<file path="config.mk">
export PLATFORM = sky130hd
export DESIGN_NAME = hs_perr_mon
export DESIGN_NICKNAME = d
export VERILOG_FILES = /design/src/rtl/hs_perr_mon_pkg.sv /design/src/rtl/hs_perr_lane.sv /design/src/rtl/hs_perr_mon.sv
export SDC_FILE = /design/constraint.sdc
export NUM_CORES = 1
export LEC_CHECK = 0
export ABC_AREA = 0
export BUFFER_PORTS_ARGS = -buffer_cell sky130_fd_sc_hd__buf_2
export CORE_AREA = 5 5 214 216
export DETAILED_ROUTE_END_ITERATION = 12
export DIE_AREA = 0 0 219 221
export SLEW_MARGIN = 40
export SYNTH_ARGS = -nofsm -noshare
export SYNTH_HDL_FRONTEND = slang
export SYNTH_HIERARCHICAL = 1
export SYNTH_SLANG_ARGS = --single-unit
</file>
<file path="constraint.sdc">
create_clock -name i_sysclk -period 7.53 [get_ports i_sysclk]
set_input_delay 1.506 -clock i_sysclk [delete_from_list [all_inputs] [get_ports i_sysclk]]
set_output_delay 1.506 -clock i_sysclk [all_outputs]
set_load 0.02 [all_outputs]
</file>
<file path="src/rtl/hs_perr_mon_pkg.sv">
// Shared constants and types for the parity error monitor.
// Register offsets, CTRL bit positions, ID word, capture record.
package hs_perr_mon_pkg;

  localparam logic [31:0] ID_VALUE = 32'h5045_0001;

  localparam logic [7:0] OFF_ID      = 8'h00;
  localparam logic [7:0] OFF_CTRL    = 8'h04;
  localparam logic [7:0] OFF_STATUS  = 8'h08;
  localparam logic [7:0] OFF_FE_LANE = 8'h0C;
  localparam logic [7:0] OFF_FE_RE   = 8'h10;
  localparam logic [7:0] OFF_FE_IM   = 8'h14;
  localparam logic [7:0] OFF_LANE    = 8'h20;

  localparam int CTRL_EN     = 0;
  localparam int CTRL_CLR    = 1;
  localparam int CTRL_SNAP   = 2;
  localparam int CTRL_INJ_LO = 8;

  typedef struct packed {
    logic        valid;
    logic [2:0]  lane;
    logic [31:0] re;
    logic [31:0] im;
  } fe_t;

endpackage

</file>
<file path="src/rtl/hs_perr_lane.sv">
// One parity-protected lane: input stage, parity check,
// saturating counters with shadow copies, sticky error bit.
module hs_perr_lane
  import hs_perr_mon_pkg::*;
#(
  parameter int DATA_BITS  = 18,
  parameter int CNT_BITS   = 32,
  parameter int PARITY_ODD = 0
) (
  input  logic                 clk,
  input  logic                 rst_n,
  input  logic                 valid,
  input  logic [DATA_BITS-1:0] re,
  input  logic [DATA_BITS-1:0] im,
  input  logic                 parity,
  input  logic                 enable,
  input  logic                 clear,
  input  logic                 snap,
  output logic                 err,
  output logic                 err_pulse,
  output logic                 sticky,
  output logic [DATA_BITS-1:0] s1_re,
  output logic [DATA_BITS-1:0] s1_im,
  output logic [CNT_BITS-1:0]  err_shd,
  output logic [CNT_BITS-1:0]  smp_shd
);

  localparam logic ODD = 1'(PARITY_ODD);

  logic                s1_valid;
  logic                s1_par;
  logic [CNT_BITS-1:0] err_cnt;
  logic [CNT_BITS-1:0] smp_cnt;

  assign err = s1_valid &
    (((^s1_re) ^ (^s1_im) ^ s1_par) != ODD);

  always_ff @(posedge clk or negedge rst_n) begin
    if (!rst_n) begin
      s1_valid  <= 1'b0;
      s1_par    <= 1'b0;
      s1_re     <= '0;
      s1_im     <= '0;
      err_pulse <= 1'b0;
      sticky    <= 1'b0;
      err_cnt   <= '0;
      smp_cnt   <= '0;
      err_shd   <= '0;
      smp_shd   <= '0;
    end else begin
      s1_valid  <= valid;
      s1_par    <= parity;
      s1_re     <= re;
      s1_im     <= im;
      err_pulse <= err;
      // clear beats any increment landing on the same edge
      if (clear) begin
        sticky  <= 1'b0;
        err_cnt <= '0;
        smp_cnt <= '0;
        err_shd <= '0;
        smp_shd <= '0;
      end else begin
        if (snap) begin
          err_shd <= err_cnt;
          smp_shd <= smp_cnt;
        end
        if (enable && s1_valid && smp_cnt != '1)
          smp_cnt <= smp_cnt + 1'b1;
        if (enable && err && err_cnt != '1)
          err_cnt <= err_cnt + 1'b1;
        if (err)
          sticky <= 1'b1;
      end
    end
  end

endmodule

</file>
<file path="src/rtl/hs_perr_mon.sv">
// Multi-lane parity error monitor with register access.
// Optional error injection: define HS_PERR_MON_INJECT_EN.
module hs_perr_mon
  import hs_perr_mon_pkg::*;
#(
  parameter int NUM_LANES  = 2,
  parameter int DATA_BITS  = 18,
  parameter int CNT_BITS   = 32,
  parameter int PARITY_ODD = 0
) (
  input  logic                           i_sysclk,
  input  logic                           i_rst_n,
  input  logic [NUM_LANES-1:0]           i_valid,
  input  logic [NUM_LANES*DATA_BITS-1:0] i_data_re,
  input  logic [NUM_LANES*DATA_BITS-1:0] i_data_im,
  input  logic [NUM_LANES-1:0]           i_parity,
  input  logic                           i_reg_sel,
  input  logic                           i_reg_rd_wr_n,
  input  logic [7:0]                     i_reg_addr,
  input  logic [31:0]                    i_reg_wdata,
  output logic [31:0]                    o_reg_rdata,
  output logic                           o_reg_ack,
  output logic [NUM_LANES-1:0]           o_err_pulse,
  output logic                           o_err_any
);

  logic                 ctrl_wr;
  logic                 clr;
  logic                 snap;
  logic                 enable;
  logic [NUM_LANES-1:0] par_in;
  logic [NUM_LANES-1:0] lane_err;
  logic [NUM_LANES-1:0] sticky;
  logic [7:0]           inj_mask;
  logic [DATA_BITS-1:0] lane_re [NUM_LANES];
  logic [DATA_BITS-1:0] lane_im [NUM_LANES];
  logic [CNT_BITS-1:0]  err_shd [NUM_LANES];
  logic [CNT_BITS-1:0]  smp_shd [NUM_LANES];
  fe_t                  fe;
  fe_t                  fe_nxt;
  logic [31:0]          rd;
  logic                 unused_ok;

  assign ctrl_wr = i_reg_sel & ~i_reg_rd_wr_n &
                   (i_reg_addr == OFF_CTRL);
  assign clr  = ctrl_wr & i_reg_wdata[CTRL_CLR];
  assign snap = ctrl_wr & i_reg_wdata[CTRL_SNAP];
  assign unused_ok = ^i_reg_wdata;

`ifdef HS_PERR_MON_INJECT_EN
  logic [NUM_LANES-1:0] inj_q;

  // a pending inject bit is spent on the lane's next valid sample
  always_ff @(posedge i_sysclk or negedge i_rst_n) begin
    if (!i_rst_n)
      inj_q <= '0;
    else if (ctrl_wr)
      inj_q <= i_reg_wdata[CTRL_INJ_LO +: NUM_LANES];
    else
      inj_q <= inj_q & ~i_valid;
  end

  assign par_in   = i_parity ^ (inj_q & i_valid);
  assign inj_mask = 8'(inj_q);
`else
  assign par_in   = i_parity;
  assign inj_mask = '0;
`endif

  always_ff @(posedge i_sysclk or negedge i_rst_n) begin
    if (!i_rst_n)
      enable <= 1'b1;
    else if (ctrl_wr)
      enable <= i_reg_wdata[CTRL_EN];
  end

  for (genvar g = 0; g < NUM_LANES; g++) begin : g_lane
    hs_perr_lane #(
      .DATA_BITS  (DATA_BITS),
      .CNT_BITS   (CNT_BITS),
      .PARITY_ODD (PARITY_ODD)
    ) u_lane (
      .clk       (i_sysclk),
      .rst_n     (i_rst_n),
      .valid     (i_valid[g]),
      .re        (i_data_re[g*DATA_BITS +: DATA_BITS]),
      .im        (i_data_im[g*DATA_BITS +: DATA_BITS]),
      .parity    (par_in[g]),
      .enable    (enable),
      .clear     (clr),
      .snap      (snap),
      .err       (lane_err[g]),
      .err_pulse (o_err_pulse[g]),
      .sticky    (sticky[g]),
      .s1_re     (lane_re[g]),
      .s1_im     (lane_im[g]),
      .err_shd   (err_shd[g]),
      .smp_shd   (smp_shd[g])
    );
  end

  assign o_err_any = |sticky;

  // descending scan so the lowest erroring lane is the one kept
  always_comb begin
    fe_nxt       = '0;
    fe_nxt.valid = 1'b1;
    for (int i = NUM_LANES - 1; i >= 0; i--) begin
      if (lane_err[i]) begin
        fe_nxt.lane = 3'(i);
        fe_nxt.re   = 32'(lane_re[i]);
        fe_nxt.im   = 32'(lane_im[i]);
      end
    end
  end

  always_ff @(posedge i_sysclk or negedge i_rst_n) begin
    if (!i_rst_n)
      fe <= '0;
    else if (clr)
      fe <= '0;
    else if (!fe.valid && |lane_err)
      fe <= fe_nxt;
  end

  always_comb begin
    rd = '0;
    unique case (1'b1)
      (i_reg_addr == OFF_ID):
        rd = ID_VALUE;
      (i_reg_addr == OFF_CTRL):
        rd = {16'h0, inj_mask, 7'h0, enable};
      (i_reg_addr == OFF_STATUS):
        rd = {fe.valid, 23'h0, 8'(sticky)};
      (i_reg_addr == OFF_FE_LANE):
        rd = 32'(fe.lane);
      (i_reg_addr == OFF_FE_RE):
        rd = fe.re;
      (i_reg_addr == OFF_FE_IM):
        rd = fe.im;
      default: begin
        for (int i = 0; i < NUM_LANES; i++) begin
          if (i_reg_addr == 8'(OFF_LANE + 8*i))
            rd = 32'(err_shd[i]);
          if (i_reg_addr == 8'(OFF_LANE + 8*i + 4))
            rd = 32'(smp_shd[i]);
        end
      end
    endcase
  end

  always_ff @(posedge i_sysclk or negedge i_rst_n) begin
    if (!i_rst_n) begin
      o_reg_ack   <= 1'b0;
      o_reg_rdata <= '0;
    end else begin
      o_reg_ack   <= i_reg_sel;
      o_reg_rdata <= (i_reg_sel & i_reg_rd_wr_n) ? rd : '0;
    end
  end

endmodule

</file>
# == Word-level counts from Yosys, hierarchy flattened ==
# Cells that the tools add are included.
# totals
word_cells,111
reg_bits,438
# classes
bitwise,12
eq_ne,13
add_sub_neg,4
mux,30
n_reduce_logical,25
# op_table
operator,n
$mux W32,21
$pmux W32 S6,1
$mux W68,2
$mux W65,2
$add A32 B1 Y32 const B,4
$ne A32 B32 Y1 const B,4
$reduce_xor A18 Y1,4
$eq A8 B6 Y1 const B,4
$eq A8 B4 Y1 const B,2
$eq A8 B5 Y1 const B,2
$reduce_bool A2 Y1,8
$logic_and A1 B1 Y1,9
$eq A8 B3 Y1 const B,1
$logic_not A8 Y1,1
$and A1 B1 Y1,7
$mux W1,4
$reduce_or A2 Y1,2
$xor A1 B1 Y1,4
$logic_not A1 Y1,1
$not A1 Y1,1

# == Longest topological paths before layout ==
# Gate-level depths: netlist of run 1.
# logic_depth
ltp_word,8
depth_mapped,12
ltp_nobuf,10

# == By module ==
# The synthesis of run 1 kept the hierarchy.
# by_module_without_submodules
mod,cells_per_inst,area_per_inst_um2,instances,seq_area_each_um2
hs_perr_lane,644,7299.5,2,4204.0
hs_perr_mon,509,4732.0,1,1803.0

# == Worst setup path before layout of run 1 ==
# OpenSTA, ideal clock, no wires.
# synth_timing
path_kind,input to register
start,input port i_reg_addr[5]
end,register g_lane[0].u_lane.err_shd[0]
setup_time_ns,0.132
arrival_time_ns,3.219
path_stages,7
slack_ns,4.179
t_required_ns,7.398
cell_sequence,nor3_1 and3_1 and2_1 clkbuf_1 clkbuf_1 mux2i_1 nor2_1
# synth_via
elab_chain_len,4
elab_cells_between_ends,6
# synth_lines
element,line_no,text
from (decl),hs_perr_mon.sv:19,"input logic [7:0] i_reg_addr,"
$eq A8 B3 Y1,hs_perr_mon.sv:45,(i_reg_addr == OFF_CTRL);
$and A1 B1 Y1,hs_perr_mon.sv:44,assign ctrl_wr = i_reg_sel & ~i_reg_rd_wr_n &
$and A1 B1 Y1,hs_perr_mon.sv:47,assign snap = ctrl_wr & i_reg_wdata[CTRL_SNAP];
net snap,hs_perr_mon.sv:29,logic snap;
$reduce_bool A2 Y1 (no source line),--,
to (signal assigned),hs_perr_lane.sv:65,err_shd <= err_cnt;
to (decl),hs_perr_lane.sv:24,"output logic [CNT_BITS-1:0] err_shd,"
# The timed path passes the listed nets, and every way through them passes these cells.
# A chain may end at the register's enable or synchronous reset.

# == Final worst setup path of run 1 ==
# layout_timing
start,input port i_reg_addr[2]
end,register g_lane[1].u_lane.err_shd[16]
# layout_via
elab_chain_len,4
elab_cells_between_ends,6
# layout_lines
element,line_no
$eq A8 B3 Y1,hs_perr_mon.sv:45
$and A1 B1 Y1,hs_perr_mon.sv:44
$and A1 B1 Y1,hs_perr_mon.sv:47
net snap,hs_perr_mon.sv:29
$reduce_bool A2 Y1 (no source line),--
to (signal assigned),hs_perr_lane.sv:65
to (decl),hs_perr_lane.sv:24
# The timed path passes the listed nets, and every way through them passes these cells.

==> out/summary.log, run 1 <==
INFO  placed_design  portBuffers=126
INFO  placed_design  detailed_place_hpwl=33.06mm
INFO  placed_design  place.gp.congestion=0.8245
INFO  timing         timing.clock.skew=0.02360ns
INFO  timing         finalSetupViolCount=0
INFO  synth          yosysMostFrequentCell=sky130_fd_sc_hd__dfrtp_1
INFO  worst_setup_path critPathMaxStageDelay=0.54ns
INFO  drt            drt_iter0_drc=1,205
INFO  synth          syn_nets=1,921
INFO  global_routing globalRouteOverflowTotal=0
INFO  worst_setup_path worst_setup_path_category=input pin to flop
INFO  clocking       cts_resized=0
INFO  synth          syn-mean-instance-area=10.76squm
INFO  flow_run       timing.max_cap.violations=0
INFO  global_routing grt_start_max_net_pins=115
INFO  drt            post_drt_via_cell_ratio=5.583
INFO  timing         timing.final.crit_share=52.02%
INFO  power_and_ir_drop total_power=7.572mW
INFO  worst_setup_path critical_path.n_buffers_inverters=3
INFO  power_and_ir_drop worst_ir_drop_vdd=0.2153mV
INFO  drt            drt.antenna.violating_nets=0
INFO  synth          postSynthRegisterBits=408
INFO  global_routing grt_antenna_before_repair=0
INFO  timing         grt_setup_unrepaired=false
INFO  floorplanning  fp-row-count=77
INFO  drt            vias=13,970
INFO  power_and_ir_drop power_per_cell_area=343.1nW/um^2
INFO  synth          netlist.top_cell.by_area=sky130_fd_sc_hd__dfrtp_1
INFO  worst_setup_path worst-path-max-fanout=72
INFO  timing         worst_slew_slack_as_a_fraction_of_its_limit=44.37%
INFO  drt            drt-wirelength-per-cell=19.69um
INFO  clocking       insertion_delay=0.58ns
INFO  worst_setup_path worst_r2r_startpoint=g_lane[0].u_lane/s1_re[14]$_DFF_PN0_
INFO  timing         timing_hold_violations_final=0
INFO  global_routing grt_pass1_wl=78.43mm
INFO  worst_setup_path crit_start=i_reg_addr[2]
INFO  synth          async_reset_ff_share=100.0%
INFO  synth          ys_top_cells_by_area=sky130_fd_sc_hd__dfrtp_1 (53%), sky130_fd_sc_hd__mux2i_1 (8.0%), sky130_fd_sc_hd__nor2_1 (4.5%)
INFO  timing         clock.fmax=0.2553GHz
INFO  floorplanning  fp.dieArea=48,400squm
INFO  floorplanning  die_x=219um
INFO  synth          yosys.cell_types.count=61
INFO  timing         fin_tns_setup=0ns
INFO  synth          edff_count_synth=0
INFO  synth          synth.top_cell.area_share=52.69%
INFO  worst_setup_path crit_chain=buf_2 -> buf_4 -> nor4bb_1 -> and3_1 -> and2_4 -> buf_12 -> mux2i_1 -> nor2_1
INFO  layout         post_route_cells_drive_above_1_share=13.81%
INFO  clocking       h-tree-depth=2
INFO  worst_setup_path critical_path_top_delay_cell=sky130_fd_sc_hd__nor4bb_1
INFO  synth          mappedNetlistArea=19,330squm
INFO  worst_setup_path cpLargestDelayFamily=simple AND/OR/NAND/NOR gates
INFO  clocking       numClockSinks=408
INFO  drt            final_routed_wirelength_across_all_metal_layers=49.27mm
INFO  synth          synth_seq_area_share=52.82%
INFO  floorplanning  start_util=44.20%
INFO  layout         layout-area-overhead-vs-synth=14.16%
INFO  clocking       ctsLongestPathBuffers=3
INFO  floorplanning  die_y=221um
INFO  clocking       cts_root_buffer=sky130_fd_sc_hd__clkbuf_16
INFO  clocking       clk_pin_slew=0.06ns
INFO  worst_hold_path hold_path_startpoint=g_lane[0].u_lane/s1_re[10]$_DFF_PN0_
INFO  worst_setup_path timing.critical_path.from_type=input pin
INFO  run_status     run_status=finished clean
INFO  global_routing groute.usage.overall=20.22%
INFO  synth          ys.warnings.count=6
INFO  layout         design.final.nets=2,001
INFO  clocking       post-cts-setup-buffer-count=0
INFO  synth          post_synth_inst_count=1,797
INFO  worst_setup_path worstPathArrival=4.35ns
INFO  clocking       tritoncts.num_buffers=45
INFO  drt            drt_drc_violations_left=0
INFO  drt            drtPass1Iterations=5
INFO  worst_hold_path hp-class=flop to flop
INFO  timing         final.min_clock_period=3.917ns
INFO  synth          synth_common_cells=sky130_fd_sc_hd__dfrtp_1 (407), sky130_fd_sc_hd__nor2_1 (234), sky130_fd_sc_hd__mux2i_1 (154)
INFO  worst_setup_path timing.critical_path.to_type=flop
INFO  synth          ys.flop_type=sky130_fd_sc_hd__dfrtp_1
INFO  timing         tightestPinTransition=0.8281ns
INFO  layout         insertedDiodeCount=0
INFO  clocking       cts_tree=yes
INFO  floorplanning  floorplan.io_pins=156
INFO  worst_setup_path crit_required=7.97ns
INFO  clocking       post_cts_hold_buffer_count=0
INFO  power_and_ir_drop cellLeakagePower=9.105nW
INFO  floorplanning  core_region_area=43,740squm
INFO  global_routing first_global_vias=13,750
INFO  timing         final_max_slew_viol_count=0
flip-flops by register name, indices dropped and copies added, names as in the netlist:
name                     count
enable                       1
fe                          38
g_lane.u_lane/err_cnt       64
g_lane.u_lane/err_pulse      2
g_lane.u_lane/err_shd       64
g_lane.u_lane/s1_im         36
g_lane.u_lane/s1_par         2
g_lane.u_lane/s1_re         36
g_lane.u_lane/s1_valid       2
g_lane.u_lane/smp_cnt       64
g_lane.u_lane/smp_shd       64
g_lane.u_lane/sticky         2
o_reg_ack                    1
o_reg_rdata                 32
where the power goes:
group	switching [mW]	leakage, nW	total [mW]	internal (mW)
clock	0.890	0.743	2.24	1.35
combinational	1.55	3.67	2.50	0.950
sequential	0.355	4.69	2.83	2.48
final timing paths:
check                                                           end  slack [ns]  depth (start not counted)
max reg2reg                                       fe[7]$_DFFE_PN0P_        3.86                         10
max                        g_lane[1].u_lane/err_shd[16]$_DFFE_PN0P_        3.61                          8
min in group asynchronous  g_lane[0].u_lane/err_cnt[20]$_DFFE_PN0P_        0.83                          1
min                                              fe[42]$_DFFE_PN0P_        0.50                          1
min reg2reg                                      fe[42]$_DFFE_PN0P_        0.50                          1
max in group asynchronous  g_lane[1].u_lane/smp_shd[12]$_DFFE_PN0P_        5.43                          3
final cells by class:
| cell class | instances | area, sq um |
|---|---|---|
| clock buffer | 70 | 1363 |
| clock inverter | 11 | 140.1 |
| fill | 3975 | 21670 |
| inverter | 15 | 56.30 |
| multi-input combinational | 1260 | 8613 |
| sequential | 408 | 10210 |
| tap | 592 | 740.7 |
| timing repair buffer | 147 | 942.2 |
metrics by stage:
step                      cell area (sq um)  instances  worst slack, ns  utilization, %  hold slack [ns]
after floorplan                       19330       1797            4.179               -           0.4579
after global placement                20370       2415            2.705           46.58           0.4823
after detailed placement              20550       2422            3.040           46.98           0.4875
after CTS                             22050       2503            3.608           50.42           0.5056
after global routing                  22070       2503            3.484           50.45           0.5261
final                                 22070       2503            3.613           50.45           0.5020
placed cells by master, fill, tap and decap left out, drive strengths merged, types with 15 or more instances in the layout:
cell	instances
dfrtp	407
a211oi	19
clkbuf	70
xor2	62
nand2	58
nand3	60
o31ai	37
nor2	235
o21ai	23
a21oi	145
o2bb2ai	52
buf	147
mux2i	156
or4	34
nand4	37
and3	25
nor3	20
or3	15
nand3b	46
a22oi	16
xnor2	58
a221oi	16
inv	17
nand2b	38
and2	23
kinds of logic (layout without fill, tap and decap cells):
kind of cell             after synthesis  count (layout)  synth area share [%]
XOR/XNOR                             130             130                 6.706
AND/OR/NAND/NOR                      617             617                 16.68
flip-flops                           408             408                 52.82
buffers and inverters                129             243                 2.951
adder cells (fa/ha/maj)                4               4                0.2589
AO/OA/AOI/OAI                        341             341                 11.68
multiplexers                         168             168                 8.906
routing by layer:
metal  share of wire [%]  wire length, um  global-route usage, %  vias to the layer above
met2                  46            22540                  30.72                      293
met3                 5.7             2798                  3.759                       67
met5                   0                0                      0                        -
met1                  46            22840                  30.00                     7011
met4                 2.2             1099                  5.369                        0
li1                    -                -                      -                     6602
worst register-to-register path: stages (launching register included):
cell and delay [ns]:
sky130_fd_sc_hd__dfrtp_1 0.42, sky130_fd_sc_hd__xor2_1 0.19, sky130_fd_sc_hd__xnor2_1 0.14, sky130_fd_sc_hd__xnor2_1 0.40
sky130_fd_sc_hd__xnor3_2 0.54, sky130_fd_sc_hd__xnor2_1 0.38, sky130_fd_sc_hd__and2_1 0.18, sky130_fd_sc_hd__buf_4 0.41
sky130_fd_sc_hd__nor3b_4 0.31, sky130_fd_sc_hd__buf_4 0.43, sky130_fd_sc_hd__o2bb2ai_1 0.19
No activity file was read; power rests on OpenSTA's default activity.
==> inputs of run 2 (changes only) <==
Clock period 7.53 ns to 3.5 ns, I/O delays scaled along.
==> out/summary.log, run 2 (synthesis results as in run 1) <==
INFO  global_routing first_global_vias=13,750 [about the same]
INFO  power_and_ir_drop p_int=10.03mW [was 4.776 mW]
INFO  power_and_ir_drop cellLeakagePower=9.140nW [was 9.105 nW]
INFO  timing         final_max_slew_viol_count=0 [unchanged]
INFO  placed_design  place.gp.congestion=0.8545 [was 0.8245]
INFO  drt            drt_iter0_drc=1,306 [was 1,205]
INFO  worst_setup_path cp.depth=10 [was 8]
INFO  power_and_ir_drop worst_ir_drop_vdd=0.6495mV [was 0.2153 mV]
INFO  worst_setup_path critical_path.n_buffers_inverters=1 [was 3]
INFO  timing         worst_slew_slack_as_a_fraction_of_its_limit=43.86% [was 44.37%]
INFO  worst_setup_path crit_chain=xor2_1 -> xnor2_1 -> xnor2_1 -> xnor3_2 -> xnor2_1 -> and2_1 -> buf_4 -> a21oi_1 -> a21oi_1 -> o2bb2ai_1 [was buf_2 -> buf_4 -> nor4bb_1 -> and3_1 -> and2_4 -> buf_12 -> mux2i_1 -> nor2_1]
INFO  drt            post_drt_via_cell_ratio=5.592 [was 5.583]
INFO  clocking       numClockSinks=408 [unchanged]
INFO  layout         final_cell_count_no_fill=2,519 [was 2,503]
INFO  run_status     run_status=finished clean [unchanged]
INFO  worst_hold_path hp-class=input pin to async pin [was flop to flop]
INFO  global_routing globalRouteOverflowTotal=0 [unchanged]
INFO  drt            drt-wirelength-per-cell=19.71um [was 19.69 um]
INFO  timing         tightestPinTransition=0.8421ns [was 0.8281 ns]
INFO  timing         timing_hold_violations_final=0 [unchanged]
INFO  power_and_ir_drop power_frac_seq=38.1% [was 37.4%]
INFO  clocking       post-cts-setup-buffer-count=0 [unchanged]
INFO  layout         mostFrequentLayoutCell=sky130_fd_sc_hd__dfrtp_1 [unchanged]
INFO  floorplanning  die_x=219um [unchanged]
INFO  timing         finalSetupViolCount=0 [unchanged]
INFO  worst_setup_path cpLargestDelayFamily=XOR/XNOR gates [was simple AND/OR/NAND/NOR gates]
INFO  floorplanning  floorplan.io_pins=156 [unchanged]
INFO  global_routing grt_antenna_before_repair=1 [was 0]
INFO  clocking       ctsLongestPathBuffers=3 [unchanged]
INFO  clocking       post_cts_hold_buffer_count=0 [unchanged]
INFO  global_routing groute.usage.overall=20.18% [was 20.22%]
INFO  drt            drtPass1Iterations=5 [unchanged]
INFO  worst_setup_path crit_required=3.95ns [was 7.97 ns]
INFO  power_and_ir_drop power_per_cell_area=723.5nW/um^2 [was 343.1 nW/um^2]
INFO  global_routing grt_pass1_wl=78.47mm [was 78.43 mm]
INFO  floorplanning  fp-row-count=77 [unchanged]
INFO  worst_setup_path critical_path_top_delay_cell=sky130_fd_sc_hd__xnor3_2 [was sky130_fd_sc_hd__nor4bb_1]
INFO  worst_setup_path worst-path-max-fanout=23 [was 72]
INFO  worst_setup_path timing.critical_path.to_type=flop [unchanged]
INFO  placed_design  dpl-instance-area=20,710squm [was 20,550 sq um]
INFO  floorplanning  die_y=221um [unchanged]
INFO  clocking       cts_root_buffer=sky130_fd_sc_hd__clkbuf_16 [unchanged]
INFO  floorplanning  core_region_area=43,740squm [unchanged]
INFO  worst_setup_path cp_common_cell=sky130_fd_sc_hd__xnor2_1
INFO  layout         layout.cells.most_common_list=sky130_fd_sc_hd__dfrtp_1 (406), sky130_fd_sc_hd__nor2_1 (234), sky130_fd_sc_hd__mux2i_1 (154), sky130_fd_sc_hd__a21oi_1 (145), sky130_fd_sc_hd__buf_2 (125) [unchanged]
INFO  power_and_ir_drop netSwitchingPower=5.968mW [was 2.796 mW]
INFO  drt            vias=14,090 [was 13,970]
INFO  layout         post_route_cells_drive_above_1_share=14.59% [was 13.81%]
INFO  timing         clock.fmax=0.3315GHz
INFO  clocking       cts_tree=yes [unchanged]
INFO  layout         layout-area-overhead-vs-synth=14.38% [was 14.16%]
INFO  worst_setup_path worst_setup_path_category=flop to flop [was input pin to flop]
INFO  layout         finalInstanceArea=22,110squm [was 22,070 sq um]
INFO  layout         design.final.nets=2,022 [was 2,001]
INFO  placed_design  detailed_place_hpwl=34.30mm [was 33.06 mm]
INFO  clocking       h-tree-depth=2 [unchanged]
INFO  worst_setup_path critPathMaxStageDelay=0.53ns [was 0.54 ns]
INFO  placed_design  portBuffers=126 [unchanged]
INFO  timing         fin_tns_setup=0ns [unchanged]
INFO  power_and_ir_drop power.share.combinational=33.4% [was 33.0%]
INFO  drt            final_routed_wirelength_across_all_metal_layers=49.66mm [was 49.27 mm]
INFO  global_routing grt_start_max_net_pins=80 [was 115]
INFO  clocking       clk_pin_slew=0.06ns [about the same]
INFO  drt            drt_drc_violations_left=0 [unchanged]
INFO  flow_run       timing.max_cap.violations=0 [unchanged]
INFO  placed_design  dpl.cell_count=2,444 [was 2,422]
INFO  timing         timing.clock.skew=0.02356ns [was 0.02360 ns]
INFO  power_and_ir_drop switching_share=37.31% [was 36.93%]
INFO  clocking       cts_resized=0 [unchanged]
INFO  floorplanning  fp.dieArea=48,400squm [unchanged]
INFO  timing         final.min_clock_period=3.016ns
INFO  floorplanning  start_util=44.20% [unchanged]
INFO  timing         timing.final.crit_share=86.18%
INFO  worst_setup_path timing.critical_path.from_type=flop [was input pin]
INFO  layout         finalCoreUtilization=50.55% [was 50.45%]
INFO  worst_setup_path worst-r2r-cell-count=10 [unchanged]
INFO  clocking       insertion_delay=0.57ns [was 0.58 ns]
INFO  clocking       tritoncts.num_buffers=44 [was 45]
INFO  power_and_ir_drop clock_power_share=28.4% [was 29.5%]
INFO  drt            drt.antenna.violating_nets=0 [unchanged]
INFO  worst_setup_path worstPathArrival=3.46ns [was 4.35 ns]
INFO  timing         grt_setup_unrepaired=false [unchanged]
==> run 2: path summary, 6_finish.rpt <==
kind                                                       from                                       end  slack (ns)
min in group i_sysclk                             i_data_im[11]      g_lane[0].u_lane/s1_im[11]$_DFF_PN0_        0.24
max in group asynchronous                               i_rst_n       g_lane[0].u_lane/s1_re[3]$_DFF_PN0_        2.44
min reg2reg                g_lane[0].u_lane/s1_re[17]$_DFF_PN0_                        fe[49]$_DFFE_PN0P_        0.50
max reg2reg                g_lane[0].u_lane/s1_re[14]$_DFF_PN0_                        fe[16]$_DFFE_PN0P_        0.48
max                        g_lane[0].u_lane/s1_re[14]$_DFF_PN0_                        fe[16]$_DFFE_PN0P_        0.48
min                                                     i_rst_n  g_lane[0].u_lane/err_cnt[24]$_DFFE_PN0P_        0.12
==> run 2: cell type report <==
cell class                      instances  area [sq um]
Sequential cell                       408         10210
Multi-Input combinational cell       1260          8578
Clock buffer                           58          1225
Antenna cell                            1         2.502
Timing Repair Buffer                  169          1126
Fill cell                            3947         21630
Clock inverter                         16         170.2
Inverter                               15         56.30
Tap cell                              592         740.7
==> run 2: power by group through the flow <==
stage	registers, mW	logic [mW]	clock network (mW)
final	6.10	5.35	4.55
after global routing	6.21	5.92	4.85
after CTS	6.09	5.35	4.68
after detailed placement	6.17	5.31	0
after global placement	6.14	5.17	0
after floorplan	5.93	4.20	0
==> run 2: per-stage QoR <==
step / hold slack [ns] / power [mW] / setup slack, ns
finish: 0.1187 / 16.00 / 0.4837
global route: 0.1690 / 16.98 / 0.2745
CTS: 0.1533 / 16.12 / 0.5084
detailed placement: 0.4892 / 11.48 / 0.5335
global placement: 0.4765 / 11.31 / 0.5593
floorplan: 0.4044 / 10.13 / 0.7214
==> run 2: metal layers <==
metal / GRT usage (%) / up-vias / wire, um
li1: - / 6638 / -
met1: 30.12 / 7082 / 23360
met2: 30.46 / 311 / 22740
met3: 3.239 / 56 / 2406
met4: 6.098 / 0 / 1149
met5: 0 / - / 0
